## src/rtl/branch_pkg.sv

```systemverilog
`default_nettype none
// ============================================================================
// Module   : branch_pkg
// Purpose  : Shared branch-control encodings and sequencer state type, used by
//            the branch-select decoder and the PC sequencer.
// Contents : BRANCH_* (2-bit branch condition codes)
//            ALU_SRC_* (3-bit base/offset source selects)
//            state_t (sequencer FSM states)
// Revision : 1.0  initial release
// ============================================================================
package branch_pkg;

  // Branch condition codes
  localparam logic [1:0] BRANCH_NEVER   = 2'b00;
  localparam logic [1:0] BRANCH_NONZERO = 2'b01;
  localparam logic [1:0] BRANCH_ZERO    = 2'b10;
  localparam logic [1:0] BRANCH_ALWAYS  = 2'b11;

  // Base / offset source selects (shared code space)
  localparam logic [2:0] ALU_SRC_ZERO   = 3'b000;
  localparam logic [2:0] ALU_SRC_FOUR   = 3'b001;
  localparam logic [2:0] ALU_SRC_PC     = 3'b010;
  localparam logic [2:0] ALU_SRC_REG    = 3'b011;
  localparam logic [2:0] ALU_SRC_IMM12  = 3'b100;
  localparam logic [2:0] ALU_SRC_JUMP   = 3'b110;
  localparam logic [2:0] ALU_SRC_BRANCH = 3'b111;

  typedef enum logic [1:0] {
    RESET = 2'd0,
    RUN   = 2'd1,
    FLUSH = 2'd2,
    HALT  = 2'd3
  } state_t;

endpackage
`default_nettype wire

```

## src/rtl/branch_imm_extract.sv

```systemverilog
`default_nettype none
// ============================================================================
// Module   : branch_imm_extract
// Purpose  : Pure combinational extraction of the I/B/J immediates from an
//            RV32-style instruction word, each sign-extended to 32 bits.
// Ports    : instr      in  32  instruction word
//            imm12      out 32  I-type immediate
//            imm_branch out 32  B-type immediate (bit 0 always 0)
//            imm_jump   out 32  J-type immediate (bit 0 always 0)
// Revision : 1.0  initial release
// ============================================================================
module branch_imm_extract (
  input  logic [31:0] instr,
  output logic [31:0] imm12,
  output logic [31:0] imm_branch,
  output logic [31:0] imm_jump
);

  // Opcode bits carry no immediate information.
  logic w_unused_opcode;
  assign w_unused_opcode = ^instr[6:0];

  assign imm12      = {{20{instr[31]}}, instr[31:20]};
  assign imm_branch = {{19{instr[31]}}, instr[31], instr[7], instr[30:25],
                       instr[11:8], 1'b0};
  assign imm_jump   = {{11{instr[31]}}, instr[31], instr[19:12], instr[20],
                       instr[30:21], 1'b0};

endmodule
`default_nettype wire

```

## src/rtl/branch_pc_sequencer.sv

```systemverilog
`default_nettype none
// ============================================================================
// Module   : branch_pc_sequencer
// Purpose  : Owns the program counter. Resolves taken/not-taken for each
//            accepted instruction, computes the branch target, inserts a
//            one-cycle flush bubble on every redirect and halts with a
//            sticky trap on a misaligned taken target.
// Ports    : clk, rst_n (async active-low)
//            instr, instr_valid, instr_ready, stall
//            branch_op, branch_base_src, branch_offset_src, rs1_value, alu_zero
//            pc, pc_valid, redirect, flush, trap, trap_pc
// Revision : 1.0  initial release
// ============================================================================
module branch_pc_sequencer
  import branch_pkg::*;
#(
  parameter logic [31:0] RESET_PC = 32'h0000_0000
) (
  input  logic        clk,
  input  logic        rst_n,
  input  logic [31:0] instr,
  input  logic        instr_valid,
  output logic        instr_ready,
  input  logic        stall,
  input  logic [1:0]  branch_op,
  input  logic [2:0]  branch_base_src,
  input  logic [2:0]  branch_offset_src,
  input  logic [31:0] rs1_value,
  input  logic        alu_zero,
  output logic [31:0] pc,
  output logic        pc_valid,
  output logic        redirect,
  output logic        flush,
  output logic        trap,
  output logic [31:0] trap_pc
);

  state_t      r_state;
  state_t      w_state_nxt;
  logic [31:0] r_pc;
  logic [31:0] w_pc_nxt;
  logic        r_flush;
  logic        r_redirect;
  logic        r_trap;
  logic [31:0] r_trap_pc;
  logic        w_trap_set;

  logic [31:0] w_imm12;
  logic [31:0] w_imm_branch;
  logic [31:0] w_imm_jump;
  logic        w_accept;
  logic        w_taken;
  logic [31:0] w_base;
  logic [31:0] w_offset;
  logic [31:0] w_sum;
  logic [31:0] w_target;
  logic [31:0] w_pc_plus4;
  logic        w_misaligned;

  branch_imm_extract u_imm (
    .instr      (instr),
    .imm12      (w_imm12),
    .imm_branch (w_imm_branch),
    .imm_jump   (w_imm_jump)
  );

  assign instr_ready = (r_state == RUN) & ~stall;
  assign w_accept    = instr_valid & instr_ready;

  // Unknown condition codes fall to the default arm and resolve not-taken.
  always_comb begin
    w_taken = 1'b0;
    case (branch_op)
      BRANCH_NEVER:   w_taken = 1'b0;
      BRANCH_NONZERO: w_taken = ~alu_zero;
      BRANCH_ZERO:    w_taken = alu_zero;
      BRANCH_ALWAYS:  w_taken = 1'b1;
      default:        w_taken = 1'b0;
    endcase
  end

  always_comb begin
    w_base = 32'd0;
    case (branch_base_src)
      ALU_SRC_ZERO: w_base = 32'd0;
      ALU_SRC_FOUR: w_base = 32'd4;
      ALU_SRC_PC:   w_base = r_pc;
      ALU_SRC_REG:  w_base = rs1_value;
      default:      w_base = 32'd0;
    endcase
  end

  always_comb begin
    w_offset = 32'd0;
    case (branch_offset_src)
      ALU_SRC_ZERO:   w_offset = 32'd0;
      ALU_SRC_FOUR:   w_offset = 32'd4;
      ALU_SRC_IMM12:  w_offset = w_imm12;
      ALU_SRC_JUMP:   w_offset = w_imm_jump;
      ALU_SRC_BRANCH: w_offset = w_imm_branch;
      default:        w_offset = 32'd0;
    endcase
  end

  // Register-relative jumps clear bit 0 of the sum (JALR semantics).
  assign w_sum        = w_base + w_offset;
  assign w_target     = {w_sum[31:1],
                         w_sum[0] & (branch_base_src != ALU_SRC_REG)};
  assign w_pc_plus4   = r_pc + 32'd4;
  assign w_misaligned = (w_target[1:0] != 2'b00);

  always_comb begin
    w_state_nxt = r_state;
    w_pc_nxt    = r_pc;
    w_trap_set  = 1'b0;
    case (r_state)
      RESET: w_state_nxt = RUN;
      RUN: begin
        if (w_accept) begin
          if (!w_taken) begin
            w_pc_nxt = w_pc_plus4;
          end else if (w_misaligned) begin
            w_trap_set  = 1'b1;
            w_state_nxt = HALT;
          end else begin
            w_pc_nxt    = w_target;
            w_state_nxt = FLUSH;
          end
        end
      end
      FLUSH:   w_state_nxt = RUN;
      HALT:    w_state_nxt = HALT;
      default: w_state_nxt = RESET;
    endcase
  end

  always_ff @(posedge clk or negedge rst_n) begin
    if (!rst_n) begin
      r_state    <= RESET;
      r_pc       <= RESET_PC;
      r_flush    <= 1'b0;
      r_redirect <= 1'b0;
      r_trap     <= 1'b0;
      r_trap_pc  <= 32'd0;
    end else begin
      r_state    <= w_state_nxt;
      r_pc       <= w_pc_nxt;
      // Flush/redirect are registered copies of "entering FLUSH", so they are
      // high for exactly the one FLUSH cycle.
      r_flush    <= (w_state_nxt == FLUSH);
      r_redirect <= (w_state_nxt == FLUSH);
      if (w_trap_set) begin
        r_trap    <= 1'b1;
        r_trap_pc <= r_pc;
      end
    end
  end

  assign pc       = r_pc;
  assign pc_valid = (r_state == RUN) | (r_state == FLUSH);
  assign redirect = r_redirect;
  assign flush    = r_flush;
  assign trap     = r_trap;
  assign trap_pc  = r_trap_pc;

endmodule
`default_nettype wire

```

## config.mk

```make
export PLATFORM = sky130hd
export DESIGN_NAME = branch_pc_sequencer
export DESIGN_NICKNAME = d
export VERILOG_FILES = /design/src/rtl/branch_pkg.sv /design/src/rtl/branch_imm_extract.sv /design/src/rtl/branch_pc_sequencer.sv
export SDC_FILE = /design/constraint.sdc
export NUM_CORES = 1
export LEC_CHECK = 0
export BUFFER_PORTS_ARGS = -buffer_cell sky130_fd_sc_hd__buf_4
export CAP_MARGIN = 20
export CORE_MARGIN = 10
export CORE_UTILIZATION = 47
export CTS_CLUSTER_DIAMETER = 200
export DETAILED_ROUTE_END_ITERATION = 8
export GPL_TIMING_DRIVEN = 0
export PLACE_DENSITY_LB_ADDON = 0.25
export REMOVE_ABC_BUFFERS = 1
export SYNTH_ARGS = -nofsm -noshare
export SYNTH_HDL_FRONTEND = slang
export SYNTH_SLANG_ARGS = --single-unit
```

## constraint.sdc

```tcl
create_clock -name clk -period 3.1 [get_ports clk]
set_input_delay 0.93 -clock clk [delete_from_list [all_inputs] [get_ports clk]]
set_output_delay 0.93 -clock clk [all_outputs]
set_load 0.005 [all_outputs]
```

# Yosys cells after proc, flatten, opt, wreduce, memory -nomap -nowiden
# Index checks and enable logic that the tools add are counted.
# word_totals
output_inout_bits	69
input_bits	77
wordCells	47
regBits	68
# classes
muxes	13
n_eq_ne	16
addsub	2
n_reduce_logical	5
bitwise_logic	6
# ops
operator	count
$pmux 32 s4	1
$pmux 32 s3	1
$mux 32	2
$add 32x3->32 const B	1
$add 32x32->32	1
$eq 2x2->1 const B	5
$eq 3x3->1 const B	3
$eq 3x1->1 const B	2
$eq 3x2->1 const B	2
$pmux 2 s3	1
$mux 1	5
$eq 2x1->1 const B	2
$logic_not 2->1	2
$mux 2	2
$pmux 1 s4	1
$and 1x1->1	3
$ne 3x2->1 const B	1
$reduce_and 3->1	1
$ne 2x2->1 const B	1
$not 1->1	2
$reduce_bool 2->1	1
$reduce_or 2->1	1
$or 1x1->1	1

# Logic depth before layout (Yosys ltp)
# logic_depth
ltp_word	10
depth_mapped	14
depth_no_buf	12

# Hierarchy
# Synthesis repeated with hierarchy kept, for this count alone.
# unflattened
cells_unflattened	869
area_unflattened_um2	7074.3
# by_module_without_submodules
module	area_per_inst_um2	seq_area_each_um2	cells_per_inst	n_inst
branch_pc_sequencer	6349.8	1701.6	772	1
branch_imm_extract	724.4	0.0	97	1

# Worst setup path before layout
# Ideal clock, no wire load.
# synth_timing
path_kind	input to register
startpoint	input port branch_base_src[0]
endpoint	register r_pc[28], in the netlist pc[28]
required_time_ns	2.959
path_stages	13
n_path_buf	2
t_arrival_ns	3.686
path_slack_ns	-0.727
setup_time_ns	0.141
cell_sequence	and3b_1 clkbuf_1 clkbuf_1 a22o_1 ha_1 fa_1 a21o_1 a221o_1 o21ai_0 a21oi_1 a31oi_1 xor2_1 o221ai_1
# synth_between
elab_chain_cells	7
elab_cells_between_ends	12
cone_classes	1 x add/sub; 5 x eq/ne; 3 x mux; 1 x bitwise; 2 x reduce/logical
# synth_lines
element	line	rtl
from (decl)	branch_pc_sequencer.sv:26	input logic [2:0] branch_base_src,
$eq 3x2->1 / $eq 3x1->1 (equally long branches)	branch_pc_sequencer.sv:84	case (branch_base_src)
$pmux 32 s3	branch_pc_sequencer.sv:84	
$add 32x32->32	branch_pc_sequencer.sv:106	assign w_sum = w_base + w_offset;
$and 1x1->1	branch_pc_sequencer.sv:108	w_sum[0] & (branch_base_src != ALU_SRC_REG)};
$reduce_bool 2->1	branch_pc_sequencer.sv:110	assign w_misaligned = (w_target[1:0] != 2'b00);
$ne 2x2->1 (no line)	n/a	
$reduce_and 3->1 (no line)	n/a	
to (signal assigned)	branch_pc_sequencer.sv:147	r_pc <= w_pc_nxt;
to (decl)	branch_pc_sequencer.sv:40	logic [31:0] r_pc;
# Several ways; a longest one is shown, not always the timed one. The select of a mux whose other input is x is not followed.
# A chain may end at the register's enable or synchronous reset.

# Final worst setup path
# layout_timing
startpoint	input port branch_base_src[0]
endpoint	register r_pc[26], in the netlist pc[26]
# The elaborated chain is that of the path after synthesis.

==> results.json <==
{
  "worstPathArrival_ps": 3650,
  "grt_max_degree": 69,
  "worstHoldEndpoint": "trap",
  "yosysMostFrequentCell": "a21oi_1",
  "slew_viol_final": 0,
  "fp.dieW_um": 130,
  "place_congestion": 0.891,
  "async_flop_share_pct": 100,
  "finalCritPeriodShare_pct": 111,
  "dr.first_iter.drc_count": 840,
  "cts_tree": "yes",
  "rrSetupSlack_ps": 30,
  "first_global_vias": 6181,
  "yosysTopAreaCell": "dfrtp_1",
  "clock_latency_ps": 340,
  "hold_viol_final": 0,
  "p_total_mw": 2.31,
  "r2r-start": "pc[3]",
  "synth_common_cells": "a21oi_1 (86), dfrtp_1 (68), o21ai_0 (66)",
  "grt_overflow": 0,
  "port_buffers": 138,
  "clockRootBuffer": "clkbuf_16",
  "seq_power_share_pct": 38.4,
  "setup_tns_ps": -3880,
  "ys_types": 60,
  "drc": 0,
  "path_max_fanout": 6,
  "rsz0062_at_grt": "yes",
  "setup_viol": 35,
  "path_clk_slew_ps": 50,
  "cts_buffers": 9,
  "grt.total_usage_pct": 24.8,
  "layout-area-overhead-vs-synth_pct": 51.3,
  "p_per_area_nw_per_um2": 270,
  "finalCriticalPeriod_ps": 3450,
  "rr_worst_depth": 8,
  "nets": 963,
  "io_pins": 146,
  "cp-end-kind": "register",
  "die_y_um": 130,
  "wirelength_um": 22300,
  "ant_nets": 0,
  "min_from": "trap",
  "power.leakage_nw": 3.74,
  "cp.required_ps": 3310,
  "htree_levels": 3,
  "dp_hpwl_um": 15200,
  "synth.area.top_cells": "dfrtp_1 (30%), ha_1 (7.8%), a21oi_1 (7.6%), mux2_2 (6.6%), o21ai_0 (5.8%)",
  "use_met2_pct": 39.7,
  "hold_path_class": "register to register",
  "drt-wirelength-per-cell_um": 22.4,
  "utilization_pct": 73.6,
  "yosysWarningCount": 0,
  "fill_cells": 811,
  "antenna_found_initial": 0,
  "synth_edf_count": 0,
  "pwr-share-comb_pct": 21.2,
  "switching_power_uw": 620,
  "synth_top_area_share_pct": 30.1,
  "crit_type": "input port to register",
  "clock_sinks": 68,
  "fin_skew_ps": 4.83,
  "syn_area_sq_um": 5650,
  "drive_gt1_share_pct": 44.5,
  "yosysSeqAreaShare_pct": 30.1,
  "via_per_inst": 6.46,
  "cts_max_path_buffers": 2,
  "outcome": "finished with violations",
  "synth.avg_cell_area_sq_um": 8.25,
  "maxCapViolCount": 0,
  "ys.flop_type": "dfrtp_1",
  "worst_slew_pin_slew_ps": 1010,
  "hold_path_depth": 1,
  "grtUsageMet3_pct": 6.16,
  "synth_cells": 685,
  "switching_share_pct": 26.8,
  "fmax_mhz": 290,
  "rows": 39,
  "start_util_pct": 48.7,
  "diodes": 0,
  "grt_pass1_wl_um": 33400,
  "drt-pass1-iter-count": 6,
  "failed_checks": "negative setup slack",
  "dieArea_sq_um": 16800,
  "vias": 6439,
  "ys_ff_latch": 68,
  "power.internal_mw": 1.69,
  "power_frac_clock_pct": 40.4,
  "coreArea_sq_um": 11600,
  "slew_headroom_pct": 32.6,
  "peakVddDrop_uv": 384,
  "use_met1_pct": 32.0,
  "grt_busiest_layer": "met2",
  "post-route-worst-setup-slack_ps": -346,
  "r2r_end": "pc[22]",
  "cp-start-kind": "input port"
}
[how the worst max path moves through the flow]
stage | start | to | slack [ps]
floorplan | branch_base_src[0] | trap_pc[0] | -3130
global placement | branch_base_src[0] | pc[29] | -5410
global route | branch_base_src[1] | pc[28] | -400
detailed placement | branch_base_src[2] | pc[29] | -2330
finish | branch_base_src[0] | pc[26] | -350
CTS | branch_base_src[1] | pc[26] | -330
[cell usage in the layout (no fill, tap or decap), types with 5 or more instances in the layout]
cell and instances:
nor2_1 37, mux2_4 8, buf_12 7, nand3_1 21
and2_1 18, ha_2 6, a21o_1 10, a31oi_1 8
xnor2_2 5, nand2_1 47, nor3_1 7, dfrtp_1 68
o21ai_0 41, a21oi_2 26, o21ai_1 15, clkbuf_16 10
o22ai_1 6, xnor2_1 9, a21oi_4 8, buf_4 167
ha_1 13, nand4_1 17, xor2_1 9, inv_1 13
nor2_2 6, a211oi_2 5, nor2_4 6, xor2_2 7
buf_6 9, nor2b_1 10, ha_4 16, o21ai_2 9
a21oi_1 52, mux2_2 25, buf_8 5, a22o_1 28
[worst max-delay path: stages]
cell and delay [ps]:
buf_12 110, nor3b_4 270, buf_6 160, buf_12 100, buf_4 100, a22o_1 130, ha_2 320, a21oi_1 260
nand2_1 200, nor3_4 280, nor4_2 80, o41a_1 400, xnor2_2 230, o21ai_1 80
[logic make-up (layout without fill, tap and decap cells)]
kind of cell,after synthesis,count (layout),synth area share (%)
AO/OA/AOI/OAI,254,254,27.8
XOR/XNOR,30,30,4.65
adder cells (fa/ha/maj),36,36,8.10
buffers and inverters,52,220,3.57
flip-flops,68,68,30.1
multiplexers,34,34,6.75
AND/OR/NAND/NOR,211,212,19.0
[sequential cells by signal, indices dropped and copies added (netlist names)]
name and flops:
redirect 1, pc 32, r_state 2, trap 1, trap_pc 32
[per-stage QoR]
stage	worst slack (ps)	cells	hold slack, ps	instance area [sq um]
after floorplan	-3130	647	465	5500
after global placement	-5410	928	454	6720
after detailed placement	-2330	934	466	6810
after CTS	-326	982	478	8040
after global routing	-404	997	504	8550
final	-346	997	496	8550
[per-layer routing]
metal | wire length (um) | part of all wire [%]
met1 | 9030 | 40
met5 | 0 | 0
met4 | 619 | 2.8
met3 | 2100 | 9.4
met2 | 10600 | 47
[area by class of cell]
class                           count  area [sq um]  share of cell area, %
Clock inverter                      2          10.0                  0.117
Tap cell                          143           179                   2.09
Timing Repair Buffer              191          1630                   19.0
Sequential cell                    68          1700                   19.9
Multi-Input combinational cell    566          4720                   55.2
Inverter                           14          52.6                  0.615
Clock buffer                       13           260                   3.04
[what timing repair did]
item	CTS	global route
hold buffers	0	0
pin swaps	50	31
hold endpoints to repair	0	0
endpoints found under the setup margin	67	43
resized for setup	162	77
setup buffers	30	13
gates cloned	3	2
[power groups by stage]
| stage | sequential [mW] | combinational [mW] | clock [mW] |
|---|---|---|---|
| after floorplan | 0.904 | 0.185 | 0 |
| after CTS | 0.889 | 0.432 | 0.940 |
| after detailed placement | 0.904 | 0.348 | 0 |
| after global routing | 0.888 | 0.522 | 0.981 |
| after global placement | 0.904 | 0.335 | 0 |
| final | 0.889 | 0.490 | 0.933 |
(Power assumes the default switching activity.)
